File: config.mk
export PLATFORM = sky130hd
export DESIGN_NAME = mem_access_unit
export DESIGN_NICKNAME = d
export VERILOG_FILES = /design/src/rtl/mem_access_unit_pkg.sv /design/src/rtl/mem_access_unit_byte_lane.sv /design/src/rtl/mem_access_unit.sv
export SDC_FILE = /design/constraint.sdc
export NUM_CORES = 1
export LEC_CHECK = 0
export ABC_AREA = 1
export CAP_MARGIN = 20
export CORE_MARGIN = 5
export CORE_UTILIZATION = 45
export CTS_CLUSTER_SIZE = 14
export DETAILED_ROUTE_END_ITERATION = 7
export PLACE_DENSITY = 0.86
export SYNTH_ARGS = -nofsm -noshare
export SYNTH_HDL_FRONTEND = slang
export SYNTH_SLANG_ARGS = --single-unit
File: constraint.sdc
create_clock -name clk -period 3.33 [get_ports clk]
set_input_delay 0.666 -clock clk [delete_from_list [all_inputs] [get_ports clk]]
set_output_delay 0.666 -clock clk [all_outputs]
set_load 0.01 [all_outputs]
File: src/rtl/mem_access_unit_pkg.sv
// Shared definitions for the load/store sequencer: data width, bytes per word,
// FSM state encoding and the word-alignment helper.
package mem_access_unit_pkg;

  localparam int FULLW = 32;              // data and byte-address width
  localparam int WORD  = 4;               // bytes per word
  localparam int LANEW = $clog2(WORD);    // byte-lane select width

  typedef enum logic [2:0] {
    MAU_IDLE  = 3'd0,
    MAU_READ  = 3'd1,
    MAU_RDATA = 3'd2,
    MAU_WRITE = 3'd3,
    MAU_RESP  = 3'd4
  } mau_state_e;

  // A word access whose low address bits are not zero is misaligned.
  function automatic logic is_misaligned(input logic byte_acc, input logic [LANEW-1:0] lane);
    return ~byte_acc & (lane != 2'b00);
  endfunction

endpackage

File: src/rtl/mem_access_unit_byte_lane.sv
// Combinational byte-lane helper: extracts one little-endian byte from a word
// (zero- or sign-filled) and merges a byte into a word. Used both by the load
// return path and by the read-modify-write of byte stores.
module mem_access_unit_byte_lane
  import mem_access_unit_pkg::*;
(
  input  logic [FULLW-1:0] word,
  input  logic [LANEW-1:0] lane,
  input  logic             sext,
  input  logic [7:0]       lane_byte,
  output logic [FULLW-1:0] extracted,
  output logic [FULLW-1:0] merged
);

  logic [7:0] sel;

  // Pick the addressed byte and widen it to a full word.
  always_comb begin
    sel = 8'h00;
    case (lane)
      2'd0:    sel = word[7:0];
      2'd1:    sel = word[15:8];
      2'd2:    sel = word[23:16];
      2'd3:    sel = word[31:24];
      default: sel = 8'h00;
    endcase
    extracted = {{(FULLW-8){sext & sel[7]}}, sel};
  end

  // Replace the addressed byte, keeping the other three lanes intact.
  always_comb begin
    merged = word;
    case (lane)
      2'd0:    merged[7:0]   = lane_byte;
      2'd1:    merged[15:8]  = lane_byte;
      2'd2:    merged[23:16] = lane_byte;
      2'd3:    merged[31:24] = lane_byte;
      default: merged        = word;
    endcase
  end

endmodule

File: src/rtl/mem_access_unit.sv
// Load/store sequencer between the pipeline memory stage and a word-wide RAM
// with 1-cycle registered read. Handles word and byte loads/stores; byte
// stores are done as read-modify-write.
// Optional feature macro: MAU_ALIGN_CHECK_EN -- when defined, misaligned word
// accesses are answered immediately with rsp_fault=1 and never touch the RAM.
module mem_access_unit
  import mem_access_unit_pkg::*;
#(
  parameter int ADDR_WIDTH    = 8,
  parameter int SIGN_EXT_BYTE = 0
) (
  input  logic             clk,
  input  logic             rst,
  input  logic             req_valid,
  output logic             req_ready,
  input  logic             req_we,
  input  logic             req_byte,
  input  logic [FULLW-1:0] req_addr,
  input  logic [FULLW-1:0] req_wdata,
  output logic             rsp_valid,
  output logic [FULLW-1:0] rsp_rdata,
  output logic             rsp_fault,
  output logic [FULLW-1:0] ram_ra,
  output logic [FULLW-1:0] ram_wa,
  output logic [FULLW-1:0] ram_wd,
  output logic             ram_we,
  input  logic [FULLW-1:0] ram_out
);

  // Highest byte-address bit that forms the RAM word index.
  localparam int  WHI  = ADDR_WIDTH + 1;
  localparam logic SEXT = (SIGN_EXT_BYTE != 32'sd0);

  mau_state_e       state, next_state;
  logic             accept;
  logic             misalign;
  logic [FULLW-1:0] addr_q, wd_q;
  logic             we_q, byte_q;
  logic [FULLW-1:0] ram_addr;
  logic [FULLW-1:0] lane_extract, lane_merge;

`ifdef MAU_ALIGN_CHECK_EN
  assign misalign = is_misaligned(req_byte, req_addr[1:0]);
`else
  assign misalign = 1'b0;
`endif

  // Upper bits pass through untouched; the RAM decodes the word index itself.
  assign ram_addr = {addr_q[FULLW-1:WHI+1], addr_q[WHI:2], addr_q[1:0]};
  assign ram_ra   = ram_addr;
  assign ram_wa   = ram_addr;
  assign ram_wd   = wd_q;

  mem_access_unit_byte_lane u_byte_lane (
    .word      (ram_out),
    .lane      (addr_q[1:0]),
    .sext      (SEXT),
    .lane_byte (wd_q[7:0]),
    .extracted (lane_extract),
    .merged    (lane_merge)
  );

  // State register.
  always_ff @(posedge clk) begin
    if (rst) begin
      state <= MAU_IDLE;
    end else begin
      state <= next_state;
    end
  end

  // Next-state, handshake and RAM write strobe; rst blocks both accept and write.
  always_comb begin
    next_state = state;
    req_ready  = 1'b0;
    accept     = 1'b0;
    ram_we     = 1'b0;
    case (state)
      MAU_IDLE: begin
        req_ready = ~rst;
        if (req_valid & ~rst) begin
          accept = 1'b1;
          if (misalign) begin
            next_state = MAU_RESP;
          end else if (req_we & ~req_byte) begin
            next_state = MAU_WRITE;
          end else begin
            next_state = MAU_READ;
          end
        end else begin
          next_state = MAU_IDLE;
        end
      end
      MAU_READ:  next_state = MAU_RDATA;
      MAU_RDATA: begin
        if (we_q) begin
          next_state = MAU_WRITE;
        end else begin
          next_state = MAU_RESP;
        end
      end
      MAU_WRITE: begin
        ram_we     = ~rst;
        next_state = MAU_RESP;
      end
      MAU_RESP:  next_state = MAU_IDLE;
      default:   next_state = MAU_IDLE;
    endcase
  end

  // Request latches, byte-store merge and registered response.
  always_ff @(posedge clk) begin
    if (rst) begin
      addr_q    <= 32'h0;
      wd_q      <= 32'h0;
      we_q      <= 1'b0;
      byte_q    <= 1'b0;
      rsp_valid <= 1'b0;
      rsp_rdata <= 32'h0;
    end else begin
      rsp_valid <= (next_state == MAU_RESP);
      if (accept) begin
        addr_q    <= req_addr;
        wd_q      <= req_wdata;
        we_q      <= req_we;
        byte_q    <= req_byte;
        rsp_rdata <= 32'h0;
      end else if (state == MAU_RDATA) begin
        if (we_q) begin
          wd_q <= lane_merge;
        end else begin
          rsp_rdata <= byte_q ? lane_extract : ram_out;
        end
      end
    end
  end

`ifdef MAU_ALIGN_CHECK_EN
  // Fault flag is captured at accept and held through the response.
  always_ff @(posedge clk) begin
    if (rst) begin
      rsp_fault <= 1'b0;
    end else if (accept) begin
      rsp_fault <= misalign;
    end
  end
`else
  assign rsp_fault = 1'b0;
`endif

endmodule

Word-level counts from Yosys, hierarchy flattened. Cells that the tools add are included.

Register bits after elaboration: 102. Input port bits: 101. Output and inout port bits: 132. Word-level logic and storage cells: 46.

Equality and inequality tests: 8. Multiplexer cells: 17. Bitwise gates (word level): 5. Reduce and logical (&&, ||, !) cells: 8.

Operators with widths (number): 32-bit two-way mux (4); 8-bit two-way mux (4); 8-bit one-hot mux with 4 select lines (1); 3-bit one-hot mux with 4 select lines (1); 3-bit by 2-bit equality test with 1-bit output (second input constant) (2); 3-bit two-way mux (2); 2-bit equality test (second input constant) (2); 1-bit two-way mux (4); 2-bit AND reduction (2); 2-bit nonzero test (2); 3-bit by 1-bit equality test with 1-bit output (second input constant) (1); 3-bit equality test (second input constant) (1); 3-bit logical NOT (1); 1-bit inverter (3); 3-bit AND reduction (1); 1-bit AND (2); 2-bit by 1-bit equality test with 1-bit output (second input constant) (1); 2-bit logical NOT (1); 2-bit two-way mux (1); 2-bit inequality test (second input constant) (1); 2-bit OR reduction (1).

Longest topological paths before layout. Gate-level depths: netlist of run 1.

Depth after elaboration: 6. Mapped depth: 10. Gate-level depth less buffers: 8.

Hierarchy. From an unflattened synthesis of run 1, not the netlist that was laid out.

Cell total of the unflattened synthesis: 916. Area total of the unflattened synthesis: 5813.1 um^2.

By module, submodules not included: mem_access_unit (instances 1, cells an instance 762, area each 4982.3 um^2, sequential area each 2042.0 um^2); mem_access_unit_byte_lane (instances 1, cells an instance 154, area each 830.8 um^2, sequential area each 0.0 um^2).

Worst setup path after synthesis of run 1. OpenSTA, ideal clock, no wires.

Path type: input to output. Start: input port rst. End: output port ram_we. Data arrival time: 1.130 ns. Required time: 2.664 ns. Slack: 1.534 ns. Cell stages on the path: 2. Path buffers: 0. Path through: or2_2 > nor2_1.

Cells in the longest elaborated chain, start to end: 2.

RTL lines: start, declared (line mem_access_unit.sv:13) `input logic rst,`; 1-bit inverter (line mem_access_unit.sv:103) `ram_we = ~rst;`; 1-bit two-way mux (line mem_access_unit.sv:78) `case (state)`; end, declared (line mem_access_unit.sv:26) `output logic ram_we,`.

No other way between the ends.

Final worst setup path of run 1. Same ends and word-level chain as after synthesis.

==> results.py, run 1 <==
metrics = {
    "status": {
        "status": "completed",
    },
    "clocking": {
        "post_cts_resized": 0,
        "cts_buffers": 9,
        "cts-root-buf": "clkbuf_16",
        "clockBufferDepth": 2,
        "post_cts_buffers": 0,
        "cts.sinks": 102,
        "insertion_delay_ps": 340,
        "cts_tree": "built",
        "htreeDepth": 3,
        "path_clk_slew_ps": 70,
        "cts_hold_buf": 0,
    },
    "route": {
        "drt-total-wl_um": 17700,
        "ant_nets": 0,
        "routed_via_density": 5.20,
        "drt_pass1_iterations": 5,
        "num_vias": 5639,
        "wire_per_inst_um": 16.3,
        "remaining_drc_errors": 0,
        "drtIter0Drc": 597,
    },
    "place": {
        "preCtsSetupSlack_ps": 550,
        "place.port_buffers": 231,
        "gp_congestion": 0.937,
        "place_hpwl_um": 13100,
    },
    "setup_path": {
        "cp-end-kind": "primary output",
        "critPathMaxFanout": 5,
        "arrival_ps": 2120,
        "start_kind": "primary input",
        "crit_type": "in -> out",
        "cp.required_ps": 2660,
    },
    "sta": {
        "tightest_slew_ps": 711,
        "clock_skew_ps": 9.37,
        "setup_ws_ps": 544,
        "finalCritPeriodShare_pct": 83.7,
        "setup_viol": 0,
        "slew_violations": 0,
        "tns_ps": 0,
        "slew_headroom_pct": 52.5,
        "rsz0062_at_grt": "no",
        "hold_violations": 0,
        "fmax_mhz": 359,
        "whs_ps": 456,
        "min_period_ps": 2790,
    },
    "worst_hold_path": {
        "hp-class": "reg -> reg",
    },
    "global_routing": {
        "first_global_vias": 5220,
        "grt_pass1_wl_um": 27400,
        "grt_max_degree": 66,
        "antenna_found_initial": 1,
        "grt-ovfl-total": 0,
        "grt_usage_pct": 25.5,
    },
    "pwr": {
        "comb_power_share_pct": 23.5,
        "switching_share_pct": 29.4,
        "p_int_mw": 2.27,
        "leakagePower_nw": 3.11,
        "irDropWorstVdd_mv": 0.279,
        "p_switching_uw": 945,
        "pwr-share-seq_pct": 42.4,
        "p_per_area_nw_per_um2": 430,
        "p_clk_share_pct": 34.0,
    },
    "floorplanning": {
        "fp-row-count": 38,
        "dieHeight_um": 116,
        "die_area_um2": 13500,
        "start_util_pct": 46.3,
        "die_w_um": 116,
        "ioPinCount": 233,
        "core_um2": 11000,
    },
    "finish": {
        "final-seq-area_um2": 2040,
        "drive_gt1_share_pct": 4.03,
        "final_common_cell": "clkdlybuf4s50_1",
        "nets": 1039,
        "multi_input_area_um2": 2320,
        "area_delta_synth_final_pct": 46.7,
        "final_core_util_pct": 68.0,
        "final_cell_mix": "clkdlybuf4s50_1, nand2_1, dfxtp_1, nor2_1, o21ai_0",
        "num-fill-cells": 951,
    },
    "logic_synthesis": {
        "mappedNetlistArea_um2": 5090,
        "ys_warn_count": 0,
        "avgSynthCellArea_um2": 6.61,
        "ys_seq_area_share_pct": 40.1,
        "synthCells": 770,
        "synth_fp_nets": 871,
        "synthDistinctLibCells": 25,
        "ys_ff_latch": 102,
    },
    "run": {
        "cap_violations": 0,
    },
}
[final timing paths]
| path | depth (start not counted) | slack (ps) | from | to |
|---|---|---|---|---|
| max | 4 | 540 | rst | ram_we |
| min | 2 | 460 | ram_ra[22] | ram_ra[22] |
| max reg2reg | 6 | 1030 | state[1] | ram_wd[8] |
| min reg2reg | 2 | 460 | ram_ra[22] | ram_ra[22] |
[synth_stat cells]
cell type / instances / area share, %
clkinv_1: 1 / 0.074
a21oi_1: 67 / 6.6
nand3_1: 54 / 5.3
buf_1: 3 / 0.22
nand2_1: 202 / 15
buf_6: 2 / 0.44
o21ai_1: 2 / 0.20
dfxtp_1: 102 / 40
nand2_2: 2 / 0.25
inv_1: 63 / 4.6
conb_1: 1 / 0.074
nor2_2: 1 / 0.12
nor2_1: 78 / 5.8
nand4_1: 33 / 4.1
or2_2: 4 / 0.49
buf_2: 16 / 1.6
o21ai_0: 68 / 6.7
nor2_4: 1 / 0.22
nor4_1: 1 / 0.12
clkbuf_1: 24 / 1.8
nand3_2: 2 / 0.39
inv_2: 4 / 0.29
nor3_1: 1 / 0.098
buf_4: 37 / 5.5
o22ai_1: 1 / 0.12
[layer usage]
metal | part of all wire (%) | global-route usage (%) | vias up
li1 | - | - | 2778
met1 | 42 | 34.8 | 2560
met2 | 47 | 40.6 | 277
met3 | 9.0 | 5.23 | 24
met4 | 2.1 | 8.04 | 0
met5 | 0 | 0 | -
[area by class of cell]
type,count,area share [%]
sequential,102,27.3
multi-input combinational,518,31.0
inverter,68,3.42
timing repair buffer,239,31.8
tap,140,2.35
clock inverter,7,1.04
clock buffer,9,3.02
antenna,1,0.0335
[state kept, by name, summed over array words and instances, names as in the netlist]
signal	cells
rsp_rdata	32
byte_q	1
we_q	1
state	3
rsp_valid	1
ram_ra	32
ram_wd	32
[critical path, cell delays in order]
cell and delay, ps:
clkdlybuf4s50_1 480, or2_2 340, nor2_1 90, clkdlybuf4s50_1 540
[per-stage QoR]
| stage | instance area (µm²) | power [mW] | cells |
|---|---|---|---|
| after detailed placement | 7160 | 2.14 | 1067 |
| after CTS | 7460 | 3.22 | 1083 |
| after floorplan | 5090 | 1.76 | 770 |
| final | 7470 | 3.21 | 1084 |
| after global placement | 7160 | 2.13 | 1067 |
| after global routing | 7470 | 3.35 | 1084 |
[power by group through the flow]
stage / sequential, mW / combinational, mW / clock [mW]
after floorplan: 1.41 / 0.352 / 0
after global placement: 1.39 / 0.738 / 0
after detailed placement: 1.39 / 0.747 / 0
after CTS: 1.36 / 0.752 / 1.10
after global routing: 1.37 / 0.825 / 1.15
final: 1.36 / 0.756 / 1.09
[logic make-up (layout without fill, tap and decap cells)]
| family | Yosys count | after routing | share of synthesized area, % |
|---|---|---|---|
| buf+inv | 150 | 323 | 14.5 |
| compound gates | 138 | 138 | 13.6 |
| other cells | 1 | 2 | 0.0737 |
| flops | 102 | 102 | 40.1 |
| simple gates | 379 | 379 | 31.7 |
Note: power is estimated with default switching activity, not from simulation.
==> inputs of run 2 (changes only) <==
CORE_UTILIZATION = 42   (was 45)
PLACE_DENSITY = 0.81   (was 0.86)
clock period = 2.7 ns   (was 3.33 ns; I/O delays follow)
==> results.py, run 2 (synthesized netlist as in run 1, its figures left out) <==
metrics = {
    "global_routing": {
        "grt_pass1_wl_um": 27500,
        "grt-ovfl-total": 0,
        "grt_max_degree": 70,
        "first_global_vias": 5110,
        "antenna_found_initial": 0,
        "grt_usage_pct": 23.7,
    },
    "floorplanning": {
        "fp-row-count": 40,
        "start_util_pct": 42.5,
        "die_area_um2": 14400,
        "ioPinCount": 233,
        "dieHeight_um": 120,
        "die_w_um": 120,
        "core_um2": 12000,
    },
    "pwr": {
        "power.total_mw": 3.91,
        "comb_power_share_pct": 24.2,
        "p_int_mw": 2.77,
        "pwr-share-seq_pct": 42.8,
        "p_per_area_nw_per_um2": 520,
        "switching_share_pct": 29.2,
        "leakagePower_nw": 3.14,
        "p_switching_mw": 1.14,
        "irDropWorstVdd_mv": 0.272,
        "p_clk_share_pct": 33.0,
    },
    "sta": {
        "rsz0062_at_grt": "no",
        "finalCritPeriodShare_pct": 91.9,
        "tns_ps": 0,
        "fmax_mhz": 403,
        "slew_violations": 0,
        "clock_skew_ps": 10.7,
        "min_period_ps": 2480,
        "slew_headroom_pct": 61.1,
        "hold_violations": 0,
        "setup_viol": 0,
        "tightest_slew_ps": 583,
    },
    "route": {
        "remaining_drc_errors": 0,
        "drtIter0Drc": 540,
        "num_vias": 5491,
        "wire_per_inst_um": 16.0,
        "drt-total-wl_um": 17500,
        "drt_pass1_iterations": 5,
        "routed_via_density": 5.01,
        "ant_nets": 0,
    },
    "clocking": {
        "post_cts_resized": 0,
        "cts-root-buf": "clkbuf_16",
        "path_clk_slew_ps": 70,
        "cts_tree": "built",
        "insertion_delay_ps": 350,
        "clockBufferDepth": 2,
        "cts_hold_buf": 0,
        "htreeDepth": 3,
        "cts.sinks": 102,
        "cts_buffers": 9,
        "post_cts_buffers": 0,
    },
    "finish": {
        "area_delta_synth_final_pct": 47.6,
        "nets": 1044,
        "drive_gt1_share_pct": 4.43,
        "num_antenna_cells": 0,
        "final_common_cell": "clkdlybuf4s50_1",
        "finalInstanceArea_um2": 7510,
        "stdcell_count": 1095,
        "final_cell_mix": "clkdlybuf4s50_1, nand2_1, dfxtp_1, nor2_1, o21ai_0",
    },
    "status": {
        "status": "completed",
    },
    "setup_path": {
        "arrival_ps": 1940,
        "reg2reg_slack_ps": 670,
        "r2r_start": "state[1]",
        "critPathMaxFanout": 4,
        "rr_endpoint": "ram_wd[8]",
        "crit_type": "in -> out",
        "cp.required_ps": 2160,
        "reg2reg_depth": 6,
        "cp-end-kind": "primary output",
        "start_kind": "primary input",
    },
    "worst_hold_path": {
        "hp-class": "reg -> reg",
        "holdPathEnd": "ram_ra[24]",
        "hold_depth": 2,
        "min-delay-start": "ram_ra[24]",
    },
    "place": {
        "place_area_um2": 7220,
        "place_hpwl_um": 13200,
        "dp_cells": 1079,
        "place.port_buffers": 231,
        "gp_congestion": 0.936,
    },
    "run": {
        "cap_violations": 0,
    },
}
## run 2: cell types whose count changed in the layout (fill, tap and decap cells not counted), sizes merged
cell / before / now
buf: 8 / 13
clkbuf: 9 / 12
bufinv: 1 / 0
clkinv: 2 / 1
clkinvlp: 1 / 0
diode: 1 / 0
## run 2: area by class of cell
class	count	area (µm²)
Clock buffer	12	256
Clock inverter	4	35.0
Fill cell	1097	4450
Inverter	68	255
Multi-Input combinational cell	518	2320
Sequential cell	102	2040
Tap cell	147	184
Timing Repair Buffer	244	2420
## run 2: metal layers
metal	vias to the layer above	GRT usage [%]	routed length (µm)
li1	2792	-	-
met1	2444	32.7	7660
met2	224	36.8	8130
met3	31	4.52	1300
met4	0	8.59	451
met5	-	0	0
## run 2: critical path: stages
cell	delay [ps]
clkdlybuf4s50_1	420
or2_2	320
nor2_1	100
clkdlybuf4s50_1	570
## run 2: power by group through the flow
stage | registers, mW | clock network [mW] | logic, mW
final | 1.67 | 1.29 | 0.946
after global routing | 1.69 | 1.38 | 1.03
after CTS | 1.67 | 1.31 | 0.946
after detailed placement | 1.71 | 0 | 0.941
after global placement | 1.70 | 0 | 0.929
after floorplan | 1.74 | 0 | 0.434
## run 2: worst max-delay path by stage
stage          from         to  slack, ps
6_report        rst     ram_we        220
5_1_grt         rst  req_ready         70
4_1_cts         rst  req_ready        190
3_5_place_dp    rst     ram_we        200
3_3_place_gp    rst     ram_we        200
2_1_floorplan   rst     ram_we       1160
## run 2: metrics by stage
stage	util [%]	worst slack, ps	hold WS (ps)
2_1_floorplan	-	1160	480
3_3_place_gp	60.4	204	443
3_5_place_dp	60.4	204	450
4_1_cts	62.8	192	460
5_1_grt	62.8	69.9	479
6_report	62.8	219	457
